[config.mk]
export PLATFORM = sky130hd
export DESIGN_NAME = instr_decoder
export DESIGN_NICKNAME = d
export VERILOG_FILES = /design/src/rtl/rv32_pkg.sv /design/src/rtl/imm_gen.sv /design/src/rtl/instr_decoder.sv
export SDC_FILE = /design/constraint.sdc
export NUM_CORES = 1
export LEC_CHECK = 0
export CORE_MARGIN = 1.5
export CORE_UTILIZATION = 47
export CTS_CLUSTER_DIAMETER = 50
export DETAILED_ROUTE_END_ITERATION = 7
export PLACE_DENSITY = 0.9
export SLEW_MARGIN = 30
export SYNTH_ARGS = -nofsm -noshare
export SYNTH_HDL_FRONTEND = slang
export SYNTH_SLANG_ARGS = --single-unit
[constraint.sdc]
create_clock -name clk -period 4.8 [get_ports clk]
set_input_delay 0.48 -clock clk [delete_from_list [all_inputs] [get_ports clk]]
set_output_delay 0.48 -clock clk [all_outputs]
set_load 0.01 [all_outputs]
[src/rtl/rv32_pkg.sv]
// Shared RV32I decode definitions: ALU operation codes, major opcodes,
// immediate format selector and the decoded control word.
package rv32_pkg;

    localparam logic [5:0] ALU_ADD   = 6'h00;
    localparam logic [5:0] ALU_SUB   = 6'h01;
    localparam logic [5:0] ALU_SLL   = 6'h02;
    localparam logic [5:0] ALU_SLT   = 6'h03;
    localparam logic [5:0] ALU_SLTU  = 6'h04;
    localparam logic [5:0] ALU_XOR   = 6'h05;
    localparam logic [5:0] ALU_SRL   = 6'h06;
    localparam logic [5:0] ALU_SRA   = 6'h07;
    localparam logic [5:0] ALU_OR    = 6'h08;
    localparam logic [5:0] ALU_AND   = 6'h09;
    localparam logic [5:0] ALU_ADDI  = 6'h0A;
    localparam logic [5:0] ALU_SLLI  = 6'h0B;
    localparam logic [5:0] ALU_SLTI  = 6'h0C;
    localparam logic [5:0] ALU_SLTIU = 6'h0D;
    localparam logic [5:0] ALU_XORI  = 6'h0E;
    localparam logic [5:0] ALU_SRLI  = 6'h0F;
    localparam logic [5:0] ALU_ORI   = 6'h10;
    localparam logic [5:0] ALU_ANDI  = 6'h11;
    localparam logic [5:0] ALU_LUI   = 6'h12;
    localparam logic [5:0] ALU_SB    = 6'h17;
    localparam logic [5:0] ALU_SH    = 6'h18;
    localparam logic [5:0] ALU_SW    = 6'h19;
    localparam logic [5:0] ALU_BEQ   = 6'h1A;
    localparam logic [5:0] ALU_BNE   = 6'h1B;
    localparam logic [5:0] ALU_BLT   = 6'h1C;
    localparam logic [5:0] ALU_BGE   = 6'h1D;

    localparam logic [6:0] OP_R      = 7'b0110011;
    localparam logic [6:0] OP_I      = 7'b0010011;
    localparam logic [6:0] OP_LOAD   = 7'b0000011;
    localparam logic [6:0] OP_STORE  = 7'b0100011;
    localparam logic [6:0] OP_BRANCH = 7'b1100011;
    localparam logic [6:0] OP_LUI    = 7'b0110111;

    typedef enum logic [1:0] {
        IMM_I,
        IMM_S,
        IMM_B,
        IMM_U
    } imm_fmt_e;

    typedef struct packed {
        logic [5:0]  alu_cntrl;
        logic [4:0]  rs1;
        logic [4:0]  rs2;
        logic [4:0]  rd;
        logic [31:0] imm_val;
        logic [4:0]  shift_amount;
        logic        reg_we;
        logic        mem_rd;
        logic        mem_wr;
        logic        is_branch;
        logic        illegal;
    } decode_t;

endpackage

[src/rtl/imm_gen.sv]
// Immediate extraction for the I, S, B and U formats. U immediates stay
// unshifted because the ALU applies the <<12 itself.
module imm_gen
    import rv32_pkg::*;
(
    input  logic [31:0] instr,
    input  imm_fmt_e    fmt,
    output logic [31:0] imm
);

    logic signed [11:0] imm_i;
    logic signed [11:0] imm_s;
    logic signed [12:0] imm_b;

    always_comb begin
        imm_i = instr[31:20];
        imm_s = {instr[31:25], instr[11:7]};
        imm_b = {instr[31], instr[7], instr[30:25], instr[11:8], 1'b0};
        imm   = '0;
        case (fmt)
            IMM_I: imm = 32'(imm_i);
            IMM_S: imm = 32'(imm_s);
            IMM_B: imm = 32'(imm_b);
            IMM_U: imm = {12'b0, instr[31:12]};
            default: imm = '0;
        endcase
    end

endmodule

[src/rtl/instr_decoder.sv]
// RV32I decode stage: combinational decode into a control word, held in a
// one-entry output register with valid/ready handshake, flush and counter.
module instr_decoder
    import rv32_pkg::*;
#(
    parameter int XLEN  = 32,
    parameter int CNT_W = 32
) (
    input  logic             clk,
    input  logic             rst,
    input  logic             flush,
    input  logic             in_valid,
    output logic             in_ready,
    input  logic [31:0]      in_instr,
    input  logic [XLEN-1:0]  in_pc,
    output logic             out_valid,
    input  logic             out_ready,
    output logic [XLEN-1:0]  out_pc,
    output logic [5:0]       alu_cntrl,
    output logic [4:0]       rs1,
    output logic [4:0]       rs2,
    output logic [4:0]       rd,
    output logic [XLEN-1:0]  imm_val,
    output logic [4:0]       shift_amount,
    output logic             reg_we,
    output logic             mem_rd,
    output logic             mem_wr,
    output logic             is_branch,
    output logic             illegal,
    output logic [CNT_W-1:0] decode_count
);

    logic [6:0]  opcode;
    logic [2:0]  funct3;
    logic [6:0]  funct7;
    imm_fmt_e    fmt;
    logic [31:0] imm;
    logic        legal;
    decode_t     dec;

    assign opcode = in_instr[6:0];
    assign funct3 = in_instr[14:12];
    assign funct7 = in_instr[31:25];

    imm_gen u_imm_gen (
        .instr (in_instr),
        .fmt   (fmt),
        .imm   (imm)
    );

    always_comb begin
        dec   = '0;
        fmt   = IMM_I;
        legal = 1'b0;
        case (opcode)
            OP_R: begin
                legal = 1'b1;
                if (funct7 == 7'b0000000) begin
                    case (funct3)
                        3'd0: dec.alu_cntrl = ALU_ADD;
                        3'd1: dec.alu_cntrl = ALU_SLL;
                        3'd2: dec.alu_cntrl = ALU_SLT;
                        3'd3: dec.alu_cntrl = ALU_SLTU;
                        3'd4: dec.alu_cntrl = ALU_XOR;
                        3'd5: dec.alu_cntrl = ALU_SRL;
                        3'd6: dec.alu_cntrl = ALU_OR;
                        default: dec.alu_cntrl = ALU_AND;
                    endcase
                end else if (funct7 == 7'b0100000 && funct3 == 3'd0) begin
                    dec.alu_cntrl = ALU_SUB;
                end else if (funct7 == 7'b0100000 && funct3 == 3'd5) begin
                    dec.alu_cntrl = ALU_SRA;
                end else begin
                    legal = 1'b0;
                end
                dec.rs1 = in_instr[19:15];
                dec.rs2 = in_instr[24:20];
                dec.rd  = in_instr[11:7];
                dec.reg_we = 1'b1;
            end
            OP_I: begin
                legal = 1'b1;
                case (funct3)
                    3'd0: dec.alu_cntrl = ALU_ADDI;
                    3'd2: dec.alu_cntrl = ALU_SLTI;
                    3'd3: dec.alu_cntrl = ALU_SLTIU;
                    3'd4: dec.alu_cntrl = ALU_XORI;
                    3'd6: dec.alu_cntrl = ALU_ORI;
                    3'd7: dec.alu_cntrl = ALU_ANDI;
                    3'd1: dec.alu_cntrl = ALU_SLLI;
                    default: dec.alu_cntrl = ALU_SRLI;
                endcase
                // Shift-immediates carry funct7 in the upper immediate bits; SRAI is unsupported.
                if (funct3 == 3'd1 || funct3 == 3'd5) begin
                    dec.shift_amount = in_instr[24:20];
                    legal = (funct7 == 7'b0000000);
                end
                dec.rs1    = in_instr[19:15];
                dec.rd     = in_instr[11:7];
                dec.imm_val = imm;
                dec.reg_we = 1'b1;
            end
            OP_LOAD: begin
                legal         = (funct3 == 3'd2);
                dec.alu_cntrl = ALU_ADDI;
                dec.rs1       = in_instr[19:15];
                dec.rd        = in_instr[11:7];
                dec.imm_val   = imm;
                dec.mem_rd    = 1'b1;
                dec.reg_we    = 1'b1;
            end
            OP_STORE: begin
                fmt   = IMM_S;
                legal = 1'b1;
                case (funct3)
                    3'd0: dec.alu_cntrl = ALU_SB;
                    3'd1: dec.alu_cntrl = ALU_SH;
                    3'd2: dec.alu_cntrl = ALU_SW;
                    default: legal = 1'b0;
                endcase
                dec.rs1     = in_instr[19:15];
                dec.rs2     = in_instr[24:20];
                dec.imm_val = imm;
                dec.mem_wr  = 1'b1;
            end
            OP_BRANCH: begin
                fmt   = IMM_B;
                legal = 1'b1;
                case (funct3)
                    3'd0: dec.alu_cntrl = ALU_BEQ;
                    3'd1: dec.alu_cntrl = ALU_BNE;
                    3'd4: dec.alu_cntrl = ALU_BLT;
                    3'd5: dec.alu_cntrl = ALU_BGE;
                    default: legal = 1'b0;
                endcase
                dec.rs1       = in_instr[19:15];
                dec.rs2       = in_instr[24:20];
                dec.imm_val   = imm;
                dec.is_branch = 1'b1;
            end
            OP_LUI: begin
                fmt           = IMM_U;
                legal         = 1'b1;
                dec.alu_cntrl = ALU_LUI;
                dec.rd        = in_instr[11:7];
                dec.imm_val   = imm;
                dec.reg_we    = 1'b1;
            end
            default: legal = 1'b0;
        endcase
        // An illegal word carries nothing but the flag, so execute has no side effects.
        if (!legal) begin
            dec         = '0;
            dec.illegal = 1'b1;
        end
    end

    // Output register stage
    logic             out_valid_q, out_valid_d;
    decode_t          dec_q, dec_d;
    logic [XLEN-1:0]  pc_q, pc_d;
    logic [CNT_W-1:0] count_q, count_d;
    logic             accept;
    logic             out_fire;

    assign in_ready = !out_valid_q || out_ready;
    assign accept   = in_valid && in_ready && !flush;
    assign out_fire = out_valid_q && out_ready;

    always_comb begin
        out_valid_d = out_valid_q;
        dec_d       = dec_q;
        pc_d        = pc_q;
        count_d     = count_q + CNT_W'(out_fire);
        if (flush) begin
            out_valid_d = 1'b0;
        end else if (in_ready) begin
            out_valid_d = in_valid;
        end
        if (accept) begin
            dec_d = dec;
            pc_d  = in_pc;
        end
    end

    always_ff @(posedge clk) begin
        if (rst) begin
            out_valid_q <= 1'b0;
            dec_q       <= '0;
            pc_q        <= '0;
            count_q     <= '0;
        end else begin
            out_valid_q <= out_valid_d;
            dec_q       <= dec_d;
            pc_q        <= pc_d;
            count_q     <= count_d;
        end
    end

    assign out_valid    = out_valid_q;
    assign out_pc       = pc_q;
    assign alu_cntrl    = dec_q.alu_cntrl;
    assign rs1          = dec_q.rs1;
    assign rs2          = dec_q.rs2;
    assign rd           = dec_q.rd;
    assign imm_val      = XLEN'(dec_q.imm_val);
    assign shift_amount = dec_q.shift_amount;
    assign reg_we       = dec_q.reg_we;
    assign mem_rd       = dec_q.mem_rd;
    assign mem_wr       = dec_q.mem_wr;
    assign is_branch    = dec_q.is_branch;
    assign illegal      = dec_q.illegal;
    assign decode_count = count_q;

endmodule

Word level (Yosys, flattened, before mapping). Cells that the tools add are included.

$add $sub $neg: 1. Equal/unequal tests: 17. Multiplexer cells: 28. Reductions and logical operators: 19.

Operator list (number): $pmux W32 S4 (1); $mux W63 (1); $pmux W6 S6 (1); $pmux W5 S7 (1); $add A32 B1 Y32 (1); $mux W32 (1); $eq A7 B6 Y1 const B (4); $pmux W4 S7 (1); $mux W5 (5); $pmux W5 S4 (1); $pmux W5 S3 (1); $eq A3 B3 Y1 const B (4); $mux W1 (10); $reduce_or A5 Y1 (2); $reduce_or A4 Y1 (2); $eq A7 B2 Y1 const B (1); $eq A7 B5 Y1 const B (1); $eq A7 B7 Y1 const B (1); $logic_not A7 Y1 (1); $eq A3 B2 Y1 const B (2); $mux W3 (2); $mux W6 (1); $pmux W1 S6 (1); $pmux W2 S3 (1); 10 further kinds (18).

Flip-flop bits (word level): 128. Input bits: 69. Word-level logic and storage cells: 79.

Depth between registers and ports, before layout. Gate-level depths: netlist of run 1.

Depth after elaboration: 7. Mapped depth: 9. Depth with buffers taken out: 8.

Hierarchy. From an unflattened synthesis of run 1, not the netlist that was laid out.

Cells, all modules: 641. Area total of the unflattened synthesis: 5719.2 um^2.

By module, submodules not included: instr_decoder (times used 1, cells each 591, area an instance 5273.8 um^2, sequential area each 2542.4 um^2); imm_gen (times used 1, cells each 50, area an instance 445.4 um^2, sequential area each 0.0 um^2).

Worst setup path after synthesis of run 1. OpenSTA, ideal clock, no wires.

Path type: input to register. Start: in out_ready. End: reg count_q[30] (netlist: decode_count[30]). Library setup time: 0.070 ns. Arrival time: 2.122 ns. Path slack: 2.607 ns. Stages: 9. Buffers on the path: 1. Cell sequence: and2_1 -> ha_1 -> ha_1 -> nand3_1 -> or2_2 -> clkbuf_1 -> nor2_1 -> or4b_1 -> a21oi_1.

Longest elaborated chain between the ends: 2.

RTL lines: start: declaration (line instr_decoder.sv:17) `input logic out_ready,`; $logic_and A1 B1 Y1 (line instr_decoder.sv:168) `assign out_fire = out_valid_q && out_ready;`; $add A32 B1 Y32 (line instr_decoder.sv:174) `count_d = count_q + CNT_W'(out_fire);`; end signal: assignment (line instr_decoder.sv:196) `count_q <= count_d;`; end: declaration (line instr_decoder.sv:162) `logic [CNT_W-1:0] count_q, count_d;`.

No other way between the ends. A chain may end at the register's enable or synchronous reset.

Worst setup path in the final report of run 1.
Start: in in_instr[4]. End: reg dec_q (netlist bit rd[2]).

Longest elaborated chain between the ends: 4.

RTL lines: start: declaration (line instr_decoder.sv:14) `input logic [31:0] in_instr,`; $eq A7 B6 Y1, or another cell as far along (line instr_decoder.sv:55) `case (opcode)`; $reduce_or A4 Y1 (no line); $mux W5 (line instr_decoder.sv:55); $mux W63 * (line instr_decoder.sv:152) `if (!legal) begin`; end signal: assignment (line instr_decoder.sv:189) `dec_q <= '0;`; end signal: assignment (line instr_decoder.sv:194) `dec_q <= dec_d;`; end: declaration (line instr_decoder.sv:160) `decode_t dec_q, dec_d;`.

Every way passes the cells marked *; elsewhere a longest branch is shown, timed or not.

==> flow_metrics.tcl, run 1 <==
set metrics [dict create \
    status "finished clean" \
    synth_area_leaders "dfxtp_1 (47%), nand2_1 (7.9%), a21oi_1 (5.3%)" \
    cts_setup_buffers 0 \
    fp.dieW_um 106 \
    clkSinkCount 116 \
    finalWirelength_um 15400 \
    cap_violations 0 \
    htree_levels 4 \
    relSlewSlack_pct 40.9 \
    route.met2.wl_um 7710 \
    rsz0062_at_grt "false" \
    netlist_instances 589 \
    start_util_pct 48.2 \
    wl_met1_um 5850 \
    grt_pass1_vias 4918 \
    setup_violations 0 \
    dieArea_sq_um 11200 \
    antenna_found_initial 0 \
    ys.flop_type "dfxtp_1" \
    post-route-min-period_ps 2950 \
    hold_buffers 0 \
    seq_area_frac_synth_pct 46.6 \
    synth_edf_count 0 \
    syn-num-nets 660 \
    highest_layer "met4" \
    drc 0 \
    max_freq_ghz 0.339 \
    hpwl_um 10800 \
    p_leak_nw 2.65 \
    grt.overflow.total 0 \
    ios 198 \
    startpoint_type "primary input" \
    cp.required_ps 5240 \
    power_density_nw_per_um2 331 \
    worstMarginPinSlew_ps 886 \
    crit_type "in2reg" \
    cp_max_fo 21 \
    clock_latency_ps 510 \
    avgSynthCellArea_sq_um 8.45 \
    core_sq_um 10300 \
    finalCritPeriodShare_pct 61.4 \
    utilization_pct 73.5 \
    peakVddDrop_mv 0.225 \
    grt_use_total_pct 27.0 \
    gp_congestion 0.922 \
    antenna_cells 0 \
    drt-initial-drc-count 412 \
    viasPerCell 5.65 \
    report.final.hold_viol_count 0 \
    io_buffers 196 \
    power_mw 2.51 \
    mappedNetlistArea_sq_um 4980 \
    drive_above_1_share_pct 6.97 \
    row_count 37 \
    hold_class "reg2reg" \
    vias 5145 \
    clock_path_buffers 2 \
    wl_met3_um 1370 \
    tns_ps 0 \
    grt_start_max_net_pins 71 \
    ys_ff_latch 116 \
    cts_resized 0 \
    cts_made_buffers 17 \
    first_pass_iters 6 \
    fin_nets 833 \
    arrival_ps 3390 \
    post-synth-top-area-cell "dfxtp_1" \
    end_kind "flop" \
    fin_skew_ps 4.62 \
    slew_viol_final 0 \
    detail-route-antenna-nets 0 \
    grt_pass1_wl_um 24100 \
    path_clk_slew_ps 60 \
    cts_tree "done" \
    die_h_um 106 \
    synth_cell_types 61 \
    async_reset_ff_share_pct 0 \
    yosys_warnings 0 \
    cts-root-buf "clkbuf_8" \
    syn_to_final_growth_pct 52.5 \
    hold_ws_ps 454 \
    wl_per_cell_um 16.9 \
    yosysTopAreaCellShare_pct 46.6 \
]
registers in the layout (all words and copies together), names as in the netlist:
register / flops
rs2: 5
out_valid: 1
out_pc: 32
illegal: 1
alu_cntrl: 5
mem_rd: 1
imm_val: 21
is_branch: 1
decode_count: 32
shift_amount: 5
rs1: 5
rd: 5
reg_we: 1
mem_wr: 1
report_power, final:
group / total (mW) / internal [mW] / leakage [nW] / switching [mW]
logic: 0.193 / 0.0987 / 1.40 / 0.0945
registers: 0.986 / 0.978 / 0.938 / 0.00747
clock network: 1.34 / 0.909 / 0.314 / 0.427
critical path, stage by stage:
cell,delay (ps)
clkdlybuf4s50_1,600
nand2b_1,280
or2_2,440
o21ai_0,470
o31a_1,810
a32o_1,310
path summary, 6_finish.rpt:
path | startpoint | slack (ps) | endpoint | cells after the start
worst max-delay path | in_instr[4] | 1850 | rd[2] | 6
worst min-delay path | out_pc[17] | 450 | out_pc[17] | 2
worst max register to register | out_valid | 2450 | decode_count[31] | 7
worst min register to register | out_pc[17] | 450 | out_pc[17] | 2
layout by cell type, fill, tap and decap left out, types with 3 or more instances in the layout:
| cell type | netlist | layout |
|---|---|---|
| clkdlybuf4s50_1 | 0 | 195 |
| dfxtp_1 | 116 | 116 |
| nand2_1 | 105 | 105 |
| a21oi_1 | 53 | 53 |
| nor2_1 | 42 | 41 |
| o21ai_0 | 26 | 26 |
| nand3_1 | 20 | 20 |
| xnor2_1 | 17 | 17 |
| clkbuf_16 | 0 | 16 |
| inv_1 | 15 | 15 |
| a32o_1 | 15 | 15 |
| nor3_1 | 13 | 13 |
| xor2_1 | 10 | 10 |
| o31ai_1 | 8 | 8 |
| and3_1 | 7 | 7 |
| nor2b_1 | 6 | 6 |
| a22o_1 | 6 | 6 |
| o211ai_1 | 6 | 6 |
| clkbuf_8 | 0 | 6 |
| buf_4 | 12 | 6 |
| mux2i_1 | 5 | 5 |
| and2_1 | 4 | 4 |
| nand4_1 | 4 | 4 |
| nor4_1 | 4 | 4 |
| bufinv_16 | 0 | 4 |
| clkinv_2 | 0 | 4 |
| or2_2 | 3 | 3 |
| and4_1 | 3 | 3 |
| nand2b_1 | 3 | 3 |
| o22ai_1 | 3 | 3 |
| or4_1 | 3 | 3 |
| a2bb2oi_1 | 3 | 3 |
| o21ai_1 | 3 | 3 |
| o22a_1 | 3 | 3 |
final cells by class:
cell class	instances	area [sq um]
well taps	136	170
inverters	15	56.3
repair buffers	203	2030
flip-flops and latches	116	2320
multi-input cells	409	2380
clock buffers	23	487
fillers	739	2730
clock inverters	9	148
synth_stat cells, types with 2 or more instances:
cell type / number
a21oi_1: 53
a221o_1: 2
a22o_1: 6
a2bb2oi_1: 3
a32o_1: 15
a32oi_1: 2
and2_1: 4
and3_1: 7
and4_1: 3
buf_1: 2
buf_2: 7
buf_4: 12
clkbuf_1: 28
dfxtp_1: 116
ha_1: 2
inv_1: 15
mux2i_1: 5
nand2_1: 105
nand2b_1: 3
nand3_1: 20
nand4_1: 4
nand4b_1: 2
nor2_1: 42
nor2b_1: 6
nor3_1: 13
nor4_1: 4
o211ai_1: 6
o21ai_0: 26
o21ai_1: 3
o22a_1: 3
o22ai_1: 3
o31ai_1: 8
or2_2: 3
or3_1: 2
or4_1: 3
xnor2_1: 17
xor2_1: 10
logic make-up (layout without fill, tap and decap cells):
family / after synthesis / count (layout) / synth area share (%)
xor gates and xnor gates: 27 / 27 / 4.75
and+or+nand+nor: 233 / 233 / 22.4
DFF: 116 / 116 / 46.6
buffers and inverters: 64 / 250 / 5.91
muxes: 5 / 5 / 1.01
adders and majority gates: 2 / 2 / 0.503
other: 1 / 1 / 0.0753
AOI/OAI and AO/OA: 141 / 141 / 18.7
through the flow:
step	instances	worst slack [ps]	instance area, sq um
2_1_floorplan	589	2610	4980
3_3_place_gp	878	1590	6930
3_5_place_dp	878	1450	6930
4_1_cts	910	1930	7560
5_1_grt	911	1720	7590
6_report	911	1850	7590
per-layer routing:
metal / track usage (%) / vias up
met5: 0 / -
met4: 12.6 / 0
met3: 8.46 / 46
met2: 47.5 / 276
met1: 29.4 / 2417
li1: - / 2406
(Power assumes the default switching activity.)
==> run 2, diff against run 1 <==
--- a/config.mk
+++ b/config.mk
@@ -6,10 +6,10 @@
 export NUM_CORES = 1
 export LEC_CHECK = 0
 export CORE_MARGIN = 1.5
-export CORE_UTILIZATION = 47
+export CORE_UTILIZATION = 44
 export CTS_CLUSTER_DIAMETER = 50
 export DETAILED_ROUTE_END_ITERATION = 7
-export PLACE_DENSITY = 0.9
+export PLACE_DENSITY = 0.85
 export SLEW_MARGIN = 30
 export SYNTH_ARGS = -nofsm -noshare
 export SYNTH_HDL_FRONTEND = slang
==> constraint.sdc (replaced) <==
create_clock -name clk -period 2.9 [get_ports clk]
set_input_delay 0.29 -clock clk [delete_from_list [all_inputs] [get_ports clk]]
set_output_delay 0.29 -clock clk [all_outputs]
set_load 0.01 [all_outputs]
==> flow_metrics.tcl, run 2 (synthesis gave the netlist of run 1 again) <==
set metrics [dict create \
    r2r_end "decode_count[31]" \
    grt_use_total_pct 25.6 \
    final_cell_mix "clkdlybuf4s50_1 (195), dfxtp_1 (116), nand2_1 (105), a21oi_1 (53), nor2_1 (41)" \
    dieArea_sq_um 12000 \
    hold_start "rst" \
    grt_pass1_vias 4854 \
    multi_input_area_sq_um 2370 \
    hold_buffers 0 \
    final_common_cell "clkdlybuf4s50_1" \
    cp-startpoint "in_instr[6]" \
    arrival_ps 2650 \
    whs_endpoint "shift_amount[1]" \
    clock_latency_ps 400 \
    final_cells 924 \
    min_path_cells 4 \
    gp_congestion 0.892 \
    r2r_cells 5 \
    cp_max_fo 14 \
    critPathMaxStageDelay_ps 550 \
    status "finished clean" \
    post-route-min-period_ps 2310 \
    register_area_sq_um 2320 \
    die_h_um 109 \
    clock_path_buffers 2 \
    report.final.hold_viol_count 0 \
    hold_class "in2reg" \
    vias 5068 \
    start_util_pct 45.5 \
    drt-initial-drc-count 343 \
    r2r_start "decode_count[8]" \
    drc 0 \
    fill_cells 826 \
    grt_pass1_wl_um 23400 \
    placed_area_sq_um 7010 \
    cts_resized 0 \
    peakVddDrop_mv 0.282 \
    finalWirelength_um 15100 \
    io_buffers 196 \
    antenna_found_initial 0 \
    drive_above_1_share_pct 7.91 \
    clkSinkCount 116 \
    setup_violations 0 \
    finalCritPeriodShare_pct 79.6 \
    post-place-ws_ps 218 \
    p_leak_nw 2.70 \
    startpoint_type "primary input" \
    syn_to_final_growth_pct 53.9 \
    wl_per_cell_um 16.3 \
    crit_chain "clkdlybuf4s50_1 > nand3b_4 > or4_1 > a311oi_2 > o31a_1 > buf_4 > a32o_1" \
    fin_nets 843 \
    first_pass_iters 5 \
    fin_skew_ps 6.45 \
    worstMarginPinSlew_ps 736 \
    htree_levels 4 \
    fin_ws_ps 590 \
    core_sq_um 10900 \
    rrSetupSlack_ps 630 \
    power_density_nw_per_um2 552 \
    crit_type "in2reg" \
    cp_top_family "simple AND/OR/NAND/NOR gates" \
    path_clk_slew_ps 50 \
    hpwl_um 11000 \
    slowest_stage "clkdlybuf4s50_1" \
    relSlewSlack_pct 50.5 \
    numPlacedInstances 893 \
    cts_made_buffers 17 \
    fp.dieW_um 109 \
    cts-root-buf "clkbuf_16" \
    cap_violations 0 \
    ios 198 \
    rsz0062_at_grt "false" \
    cp.required_ps 3240 \
    slew_viol_final 0 \
    grt.overflow.total 0 \
    row_count 38 \
    tns_ps 0 \
    end_kind "flop" \
    detail-route-antenna-nets 0 \
    cts_tree "done" \
    cts_setup_buffers 0 \
    viasPerCell 5.48 \
    finish.instance_area_sq_um 7660 \
    power_mw 4.23 \
    grt_start_max_net_pins 69 \
    worst-path-buf-inv 2 \
    max_freq_ghz 0.433 \
    antenna_cells 0 \
]
-- run 2: changes by cell type in the layout (fill, tap and decap cells not counted), sizes merged --
cell / before / now
buf: 8 / 18
clkbuf: 23 / 21
bufinv: 4 / 5
-- run 2: metal layers --
layer	global-route usage (%)	wire [um]
met5	0	0
met3	7.88	1180
met2	44.2	7530
met1	28.6	5920
met4	12.1	438
-- run 2: area by class of cell --
| cell class | count | area share, % |
|---|---|---|
| Inverter | 15 | 0.735 |
| Clock inverter | 10 | 2.32 |
| Timing Repair Buffer | 213 | 27.2 |
| Clock buffer | 21 | 6.14 |
| Sequential cell | 116 | 30.3 |
| Tap cell | 140 | 2.29 |
| Multi-Input combinational cell | 409 | 31.0 |
-- run 2: worst reg2reg max path: cells and delay by family, from the launching register on --
kind	cells	cell delay [ps]
flops	1	420
simple gates	4	1630
compound gates	1	160
-- run 2: how the worst max path moves through the flow --
stage | endpoint | slack [ps] | depth (start not counted)
floorplan | decode_count[30] | 800 | 9
global placement | imm_val[7] | 270 | 7
detailed placement | imm_val[9] | 220 | 7
CTS | decode_count[31] | 630 | 5
global route | decode_count[31] | 450 | 5
finish | rs1[0] | 590 | 7
-- run 2: metrics by stage --
step                      hold slack, ps  utilization (%)
after floorplan                      369                -
after global placement               435             64.1
after detailed placement             443             64.1
after CTS                            320             70.1
after global routing                 348             70.1
final                                333             70.1
-- run 2: report_power, final --
part	internal [mW]	total (mW)	leakage, nW	switching, mW
Clock	1.58	2.28	0.319	0.700
Combinational	0.164	0.317	1.44	0.153
Sequential	1.62	1.63	0.938	0.0123
Total	3.36	4.23	2.70	0.866
